<file path="config.mk">
export PLATFORM = sky130hd
export DESIGN_NAME = hamming_pad_decode
export DESIGN_NICKNAME = d
export VERILOG_FILES = /design/src/rtl/hamming_pad_decode.sv
export SDC_FILE = /design/constraint.sdc
export NUM_CORES = 1
export LEC_CHECK = 0
export CORE_UTILIZATION = 54
export CTS_BUF_LIST = sky130_fd_sc_hd__clkbuf_16
export CTS_CLUSTER_DIAMETER = 150
export DETAILED_ROUTE_END_ITERATION = 8
export DONT_BUFFER_PORTS = 1
export GPL_ROUTABILITY_DRIVEN = 0
export PLACE_DENSITY = 0.71
export SYNTH_ARGS = -nofsm -noshare
export SYNTH_HDL_FRONTEND = slang
export SYNTH_SLANG_ARGS = --single-unit
</file>
<file path="constraint.sdc">
create_clock -name clk_i -period 0.8 [get_ports clk_i]
set_input_delay 0.16 -clock clk_i [delete_from_list [all_inputs] [get_ports clk_i]]
set_output_delay 0.16 -clock clk_i [all_outputs]
set_load 0.005 [all_outputs]
</file>
<file path="src/rtl/hamming_pad_decode.sv">
`default_nettype none
// ============================================================================
//  Module   : hamming_pad_decode
//  Brief    : SECDED Hamming decoder. It re-interleaves a received payload
//             and its separately carried check bits into one codeword, then
//             computes the syndrome and overall parity. Corrected data,
//             raw data, fault position and error count are registered.
//  Revision : 1.0 - initial release
// ============================================================================

// Helper package. It holds the check-bit count function, so the port list
// can size itself from DATA_WIDTH alone.
package hamming_pad_decode_pkg;
    // Smallest p with 2^p >= dw + p + 1.
    function automatic int calc_p(input int dw);
        int p;
        p = 1;
        while ((1 << p) < dw + p + 1) begin
            p = p + 1;
        end
        return p;
    endfunction
endpackage

module hamming_pad_decode #(
    parameter  int DATA_WIDTH  = 8,
    localparam int P           = hamming_pad_decode_pkg::calc_p(DATA_WIDTH),
    localparam int CODE_BITS   = P + 1,
    localparam int CODED_WIDTH = DATA_WIDTH + CODE_BITS,
    localparam int ADDR_WIDTH  = $clog2(CODED_WIDTH)
) (
    input  logic                   clk_i,
    input  logic                   rst_n_i,
    input  logic [DATA_WIDTH-1:0]  data_in_i,
    input  logic [CODE_BITS-1:0]   pad_bits_i,
    output logic [CODED_WIDTH-1:0] coded_o,
    output logic [DATA_WIDTH-1:0]  raw_data_o,
    output logic [DATA_WIDTH-1:0]  data_out_o,
    output logic [ADDR_WIDTH-1:0]  fault_location_o,
    output logic [1:0]             num_errors_o
);

    // Error-count encodings. The value 2'd3 is never produced.
    localparam logic [1:0] C_NE_NONE      = 2'd0;
    localparam logic [1:0] C_NE_CORRECTED = 2'd1;
    localparam logic [1:0] C_NE_FATAL     = 2'd2;

    logic [CODED_WIDTH-1:0] coded_w;
    logic [CODED_WIDTH-1:0] flip_mask_w;
    logic [CODED_WIDTH-1:0] corrected_w;
    logic [P-1:0]           syndrome_w;
    logic                   parity_w;
    logic                   single_w;

    logic [DATA_WIDTH-1:0]  raw_data_d;
    logic [DATA_WIDTH-1:0]  data_out_d;
    logic [ADDR_WIDTH-1:0]  fault_location_d;
    logic [1:0]             num_errors_d;

    logic [DATA_WIDTH-1:0]  raw_data_q;
    logic [DATA_WIDTH-1:0]  data_out_q;
    logic [ADDR_WIDTH-1:0]  fault_location_q;
    logic [1:0]             num_errors_q;

    // Interleave: position 0 takes the overall parity, powers of two take
    // the Hamming check bits, and all other positions take the payload in order.
    always_comb begin
        int j;
        int k;
        j       = 0;
        k       = 0;
        coded_w = '0;
        coded_w[0] = pad_bits_i[P];
        for (int i = 1; i < CODED_WIDTH; i++) begin
            if ((i & (i - 1)) == 0) begin
                coded_w[i] = pad_bits_i[k];
                k = k + 1;
            end else begin
                coded_w[i] = data_in_i[j];
                j = j + 1;
            end
        end
    end

    assign coded_o = coded_w;

    // Syndrome is the XOR of the indices of the set bits. Overall parity
    // spans the full codeword, including position 0.
    always_comb begin
        syndrome_w = '0;
        parity_w   = 1'b0;
        for (int i = 0; i < CODED_WIDTH; i++) begin
            parity_w = parity_w ^ coded_w[i];
        end
        for (int i = 1; i < CODED_WIDTH; i++) begin
            if (coded_w[i]) begin
                syndrome_w = syndrome_w ^ P'(i);
            end
        end
    end

    // A single error needs odd overall parity and a syndrome that names a
    // real position. A syndrome past the end of the codeword can only come
    // from a multi-bit error.
    assign single_w = parity_w && (int'(syndrome_w) < CODED_WIDTH);

    // Build a one-hot flip mask at the syndrome position. If the syndrome is
    // 0, only the overall-parity bit flips, so the payload is unaffected.
    always_comb begin
        flip_mask_w = '0;
        for (int i = 0; i < CODED_WIDTH; i++) begin
            flip_mask_w[i] = single_w && (syndrome_w == P'(i));
        end
    end

    assign corrected_w = coded_w ^ flip_mask_w;

    // Classify the error and extract the payload, both before and after
    // correction, using the inverse of the interleave mapping.
    always_comb begin
        int j;
        j                = 0;
        raw_data_d       = '0;
        data_out_d       = '0;
        fault_location_d = '0;
        num_errors_d     = C_NE_NONE;

        for (int i = 1; i < CODED_WIDTH; i++) begin
            if ((i & (i - 1)) != 0) begin
                raw_data_d[j] = coded_w[i];
                data_out_d[j] = corrected_w[i];
                j = j + 1;
            end
        end

        if (single_w) begin
            num_errors_d     = C_NE_CORRECTED;
            fault_location_d = ADDR_WIDTH'(syndrome_w);
        end else if (parity_w || (syndrome_w != '0)) begin
            num_errors_d     = C_NE_FATAL;
        end
    end

    // Output registers. Reset clears them asynchronously. No other state
    // exists, so the first edge after reset release decodes fresh inputs.
    always_ff @(posedge clk_i or negedge rst_n_i) begin
        if (!rst_n_i) begin
            raw_data_q       <= '0;
            data_out_q       <= '0;
            fault_location_q <= '0;
            num_errors_q     <= C_NE_NONE;
        end else begin
            raw_data_q       <= raw_data_d;
            data_out_q       <= data_out_d;
            fault_location_q <= fault_location_d;
            num_errors_q     <= num_errors_d;
        end
    end

    assign raw_data_o       = raw_data_q;
    assign data_out_o       = data_out_q;
    assign fault_location_o = fault_location_q;
    assign num_errors_o     = num_errors_q;

endmodule
`default_nettype wire

</file>
# Word-level counts from Yosys, hierarchy flattened
# Cells that the tools add are included.
[op_classes] n_addsub=0 multipliers=0 n_div=0 n_lt_le_gt_ge=1 eq_ne=12 shifts=0 n_mux=15 bitwise_logic=24 reduce_logical=17
[op_table] cell="$mux W4" count=6
[op_table] cell="$eq A4 B4 Y1 const B" count=5
[op_table] cell="$eq A4 B3 Y1 const B" count=4
[op_table] cell="$logic_and A1 B1 Y1" count=14
[op_table] cell="$xor A13 B13 Y13" count=1
[op_table] cell="$mux W3" count=4
[op_table] cell="$not A2 Y2" count=6
[op_table] cell="$xor A1 B1 Y1" count=12
[op_table] cell="$eq A4 B2 Y1 const B" count=2
[op_table] cell="$mux W2" count=4
[op_table] cell="$not A3 Y3" count=2
[op_table] cell="$eq A4 B1 Y1 const B" count=1
[op_table] cell="$logic_not A4 Y1" count=1
[op_table] cell="$lt A4 B4 Y1 const B" count=1
[op_table] cell="$reduce_bool A4 Y1" count=1
[op_table] cell="$not A1 Y1 const A" count=3
[op_table] cell="$logic_or A1 B1 Y1" count=1
[op_table] cell="$mux W1" count=1
[totals] reg_bits=22 latchBits=0 ram_bits=0 rom_bits=0 out_inout_bits=35 n_memories=0

# Logic depth before layout (Yosys ltp)
[depth] word_depth=24 mapped_depth=6

# Worst setup path before layout
# Ideal clock, no wire load.
[synth_timing] kind="input port to flip-flop" startpoint="in data_in_i[0]" endpoint="reg data_out_q[2] (netlist: data_out_o[2])" t_arrival_ns=1.451 t_required_ns=0.678 path_slack_ns=-0.772 path_stages=5 n_path_buf=0 path_cell_list="xnor2_2 xnor3_1 and2_1 and4bb_2 xor2_1"
[synth_between] elab_chain_len=18 word_cells_on_any_way=31
[synth_lines] item="start: declaration" line="34" source="input logic [DATA_WIDTH-1:0] data_in_i,"
[synth_lines] item="$mux W2" line="96" source="if (coded_w[i]) begin"
[synth_lines] item="$mux W3" line="96"
[synth_lines] item="$not A2 Y2 (no source line) / $mux W3 (equally long branches)"
[synth_lines] item="$mux W3 / $not A2 Y2 (equally long branches)"
[synth_lines] item="$mux W3" line="96"
[synth_lines] item="$not A3 Y3 (no source line)"
[synth_lines] item="$mux W3" line="96"
[synth_lines] item="$mux W4" line="96"
[synth_lines] item="[2 not listed]"
[synth_lines] item="$mux W4" line="96"
[synth_lines] item="$not A3 Y3 (no source line)"
[synth_lines] item="$mux W4 (2 in series)" line="96"
[synth_lines] item="$lt A4 B4 Y1" line="105" source="assign single_w = parity_w && (int'(syndrome_w) < CODED_WIDTH);"
[synth_lines] item="$logic_and A1 B1 Y1" line="105"
[synth_lines] item="$logic_and A1 B1 Y1 (*)" line="112" source="flip_mask_w[i] = single_w && (syndrome_w == P'(i));"
[synth_lines] item="$xor A13 B13 Y13 (*)" line="116" source="assign corrected_w = coded_w ^ flip_mask_w;"
[synth_lines] item="named net corrected_w[6]" line="50" source="logic [CODED_WIDTH-1:0] corrected_w;"
[synth_lines] item="end signal: assignment" line="154" source="data_out_q <= data_out_d;"
[synth_lines] item="end: declaration" line="61" source="logic [DATA_WIDTH-1:0] data_out_q;"
# Mark *: on every way through the listed nets, which the timed path passes. The rest lies on a longest branch.

# Worst setup path in the final report
[layout_timing] startpoint="in pad_bits_i[3]" endpoint="reg data_out_q[3] (netlist: data_out_o[3])"
[layout_between] elab_chain_len=13 word_cells_on_any_way=19
[layout_lines] item="start: declaration" line="35" source="input logic [CODE_BITS-1:0] pad_bits_i,"
[layout_lines] item="$mux W4" line="96"
[layout_lines] item="$not A2 Y2 (no source line)"
[layout_lines] item="$mux W4" line="96"
[layout_lines] item="$not A2 Y2 (no source line)"
[layout_lines] item="$mux W4" line="96"
[layout_lines] item="$not A3 Y3 (no source line)"
[layout_lines] item="$mux W4" line="96"
[layout_lines] item="$not A2 Y2 (no source line)"
[layout_lines] item="$mux W4" line="96"
[layout_lines] item="$lt A4 B4 Y1" line="105"
[layout_lines] item="$logic_and A1 B1 Y1" line="105"
[layout_lines] item="$logic_and A1 B1 Y1 (*)" line="112"
[layout_lines] item="$xor A13 B13 Y13 (*)" line="116"
[layout_lines] item="named net corrected_w[7]" line="50"
# Marks and branches as above.

==> PnR_summary.wiki <==
{| class="wikitable"
! Metric !! Value
|-
| Placement row count || 16
|-
| Final routed DRC violation total || 0
|-
| Fraction of layout cells with a size suffix above 1 || 45.1%
|-
| Cell count after synthesis || 89
|-
| Initial Utilization || 58.5%
|-
| First DRT Iteration DRCs || 9
|-
| Met1 Usage GRT || around a quarter
|-
| Status || finished, violations left
|-
| Met2 track utilization from global routing || 33.6%
|-
| Failing checks || negative hold slack, negative setup slack
|-
| Dpl hpwl || 1.36 mm
|-
| Syn Nets || 104
|-
| Global-route usage over all layers || 20.8%
|-
| Final period utilization || 158%
|-
| Vias in the first global route || 699
|-
| Most common library cell in the layout ignoring fill and taps || sky130_fd_sc_hd__dfrtp_1
|-
| Tightest Hold Check Type || in2async
|-
| Worst setup path startpoint || pad_bits_i[3]
|-
| Required @ worst endpoint || 0.94 ns
|-
| First-pass GRT wire length || 3.48 mm
|-
| Static leakage || 0.678 nW
|-
| Clock transition at path regs || 0.06 ns
|-
| Vias post-DR || roughly 710
|-
| First-pass iteration count of the detailed router || 4
|-
| Signed area change from the synthesized netlist to the final layout || 33.8%
|-
| Top Usage Layer GRT || met2
|-
| Detail-routed net length per standard cell || 18.0 µm
|-
| Sequential share of the synthesized area || a little under half
|-
| Number of filler cells placed in the layout || 102
|-
| Worst setup margin || -0.467 ns
|-
| Count of pins over their slew limit || 0
|-
| Highest Clock Rate || around 790 MHz
|-
| Num CTS Buffers || 3
|-
| Synth cell types || 22
|-
| CTS root buf || sky130_fd_sc_hd__clkbuf_16
|-
| Per-instance average area after synthesis || 13.0 µm²
|-
| Crit Path Class || in2reg
|-
| Vertical die dimension || roughly 48 µm
|-
| Synthesis Warnings || 0
|-
| Most used cells in the layout excluding fill and tap cells || sky130_fd_sc_hd__dfrtp_1 (22), sky130_fd_sc_hd__buf_4 (11), sky130_fd_sc_hd__dlygate4sd3_1 (8)
|-
| Design Power || 4.01 mW
|-
| Largest buffer count on any clock path || 2
|-
| Largest fanout on the critical path || 7
|-
| Routed wire length || 2.32 mm
|-
| Worst slew margin || about two thirds
|-
| Net count of the finished layout || ~120
|-
| Critical Path End Type || flip-flop
|-
| Per-cell via count in the routed design || approximately 5.5
|-
| # IOs || 50
|-
| Antenna violations before repair || 0
|-
| Setup crit start kind || primary input
|-
| Full die area || roughly 2300 µm²
|-
| Met3 Resource Use GR || 6.29%
|-
| Final Setup Violations || 15
|-
| Number of buffers inserted by port buffering || 0
|-
| Clk sink count || 22
|-
| Minimum hold slack || -0.128 ns
|-
| Transition time at the pin with the least slew margin || between 0.5 and 0.6 ns
|-
| Setup repair after global routing missed its margin || true
|-
| Flip-flop and latch count after synthesis || 22
|-
| Data arrival time at the worst-slack endpoint || 1.40 ns
|-
| Largest voltage drop on the vdd net || between 1.5 and 2 mV
|-
| Max capacitance violation total || 0
|-
| Die W || 48.3 µm
|-
| Remaining global-route overflow || 0
|-
| Number of inserted diodes || 0
|-
| Pin count of the biggest net entering global routing || 23
|-
| Core region area || 1980 µm²
|-
| Shortest period the worst path allows || 1.27 ns
|-
| Pwr Density || about 2600 nW/µm²
|-
| Final hold vios || 22
|-
| Htree depth || 1
|-
| Post-route antenna net violation count || 0
|-
| Cell area after technology mapping || 1160 µm²
|-
| CTS tree || yes
|}
## report_power, final
part           internal (mW)  leakage, nW  switching, mW  total [mW]
Clock                  0.659       0.0370          0.359        1.02
Combinational          0.863        0.378          0.725        1.59
Sequential              1.31        0.263         0.0912        1.40
Total                   2.83        0.678           1.18        4.01
## routing by layer
metal  share of wire (%)  vias to the layer above
li1                    -                      307
met1                  38                      354
met2                  51                       39
met3                 9.0                        5
met4                 2.3                        0
met5                   0                        -
## worst max-delay path: stages
cell,delay (ns)
sky130_fd_sc_hd__xor3_2,0.52
sky130_fd_sc_hd__xnor2_4,0.29
sky130_fd_sc_hd__and4bb_2,0.28
sky130_fd_sc_hd__xor2_1,0.14
## synth_stat cells (all sizes together)
cell / number / area share (%)
buf: 14 / 9.4
a21oi: 2 / 0.86
o211ai: 1 / 0.65
xnor3: 4 / 7.8
nor4b: 1 / 2.1
nand4: 1 / 0.54
and2: 3 / 1.6
nand3: 4 / 1.7
xor2: 8 / 6.0
nor2b: 1 / 0.54
and4bb: 3 / 3.2
a21boi: 1 / 0.65
nand2: 3 / 0.97
xnor2: 14 / 12
nor2: 4 / 1.5
xor3: 1 / 2.1
dfrtp: 22 / 48
o21ai: 1 / 0.43
or2: 1 / 0.54
## state kept, by name (all words and copies together) (netlist names)
register / count
raw_data_o: 8
num_errors_o: 2
fault_location_o: 4
data_out_o: 8
## final cells by class
| type | count | area [µm²] | share of cell area [%] |
|---|---|---|---|
| Clock buffer | 3 | 75.1 | 4.84 |
| Timing Repair Buffer | 23 | 201 | 13.0 |
| Sequential cell | 22 | 551 | 35.5 |
| Multi-Input combinational cell | 54 | 689 | 44.5 |
| Tap cell | 27 | 33.8 | 2.18 |
## stage by stage
stage | setup slack (ns) | std cells | TNS, ns | util, % | cell area (µm²)
6_report | -0.467 | 129 | -5.40 | 78.2 | 1550
5_1_grt | -0.486 | 129 | -6.04 | 78.2 | 1550
4_1_cts | -0.434 | 123 | -12.73 | 72.1 | 1430
3_5_place_dp | -0.702 | 109 | -8.72 | 60.7 | 1200
3_3_place_gp | -0.682 | 109 | -8.41 | 60.7 | 1200
2_1_floorplan | -0.625 | 89 | -7.80 | - | 1220
## how the worst max path moves through the flow
stage	endpoint	slack [ns]	depth (start not counted)
2_1_floorplan	data_out_o[1]$_DFF_PN0_	-0.62	4
3_3_place_gp	data_out_o[2]$_DFF_PN0_	-0.68	5
3_5_place_dp	data_out_o[2]$_DFF_PN0_	-0.70	5
6_report	data_out_o[3]$_DFF_PN0_	-0.47	4
5_1_grt	data_out_o[3]$_DFF_PN0_	-0.49	4
4_1_cts	data_out_o[2]$_DFF_PN0_	-0.43	6
## cells by family (layout without fill, tap and decap cells)
kind of cell,Yosys count,after routing,share of synthesized area [%]
buffers and inverters,14,26,9.39
flip-flops,22,22,47.5
AND/OR/NAND/NOR,21,21,12.7
XOR/XNOR,27,28,27.8
AO/OA/AOI/OAI,5,5,2.59
## timing repair
action                                  CTS  global route
pin swaps                                 3            12
buffers inserted                          2             4
gates resized for setup                  14            15
hold endpoints to repair                 38            24
gates cloned                              1             1
hold buffers                              8             1
endpoints found under the setup margin   15            49
No activity file was read; power rests on OpenSTA's default activity.
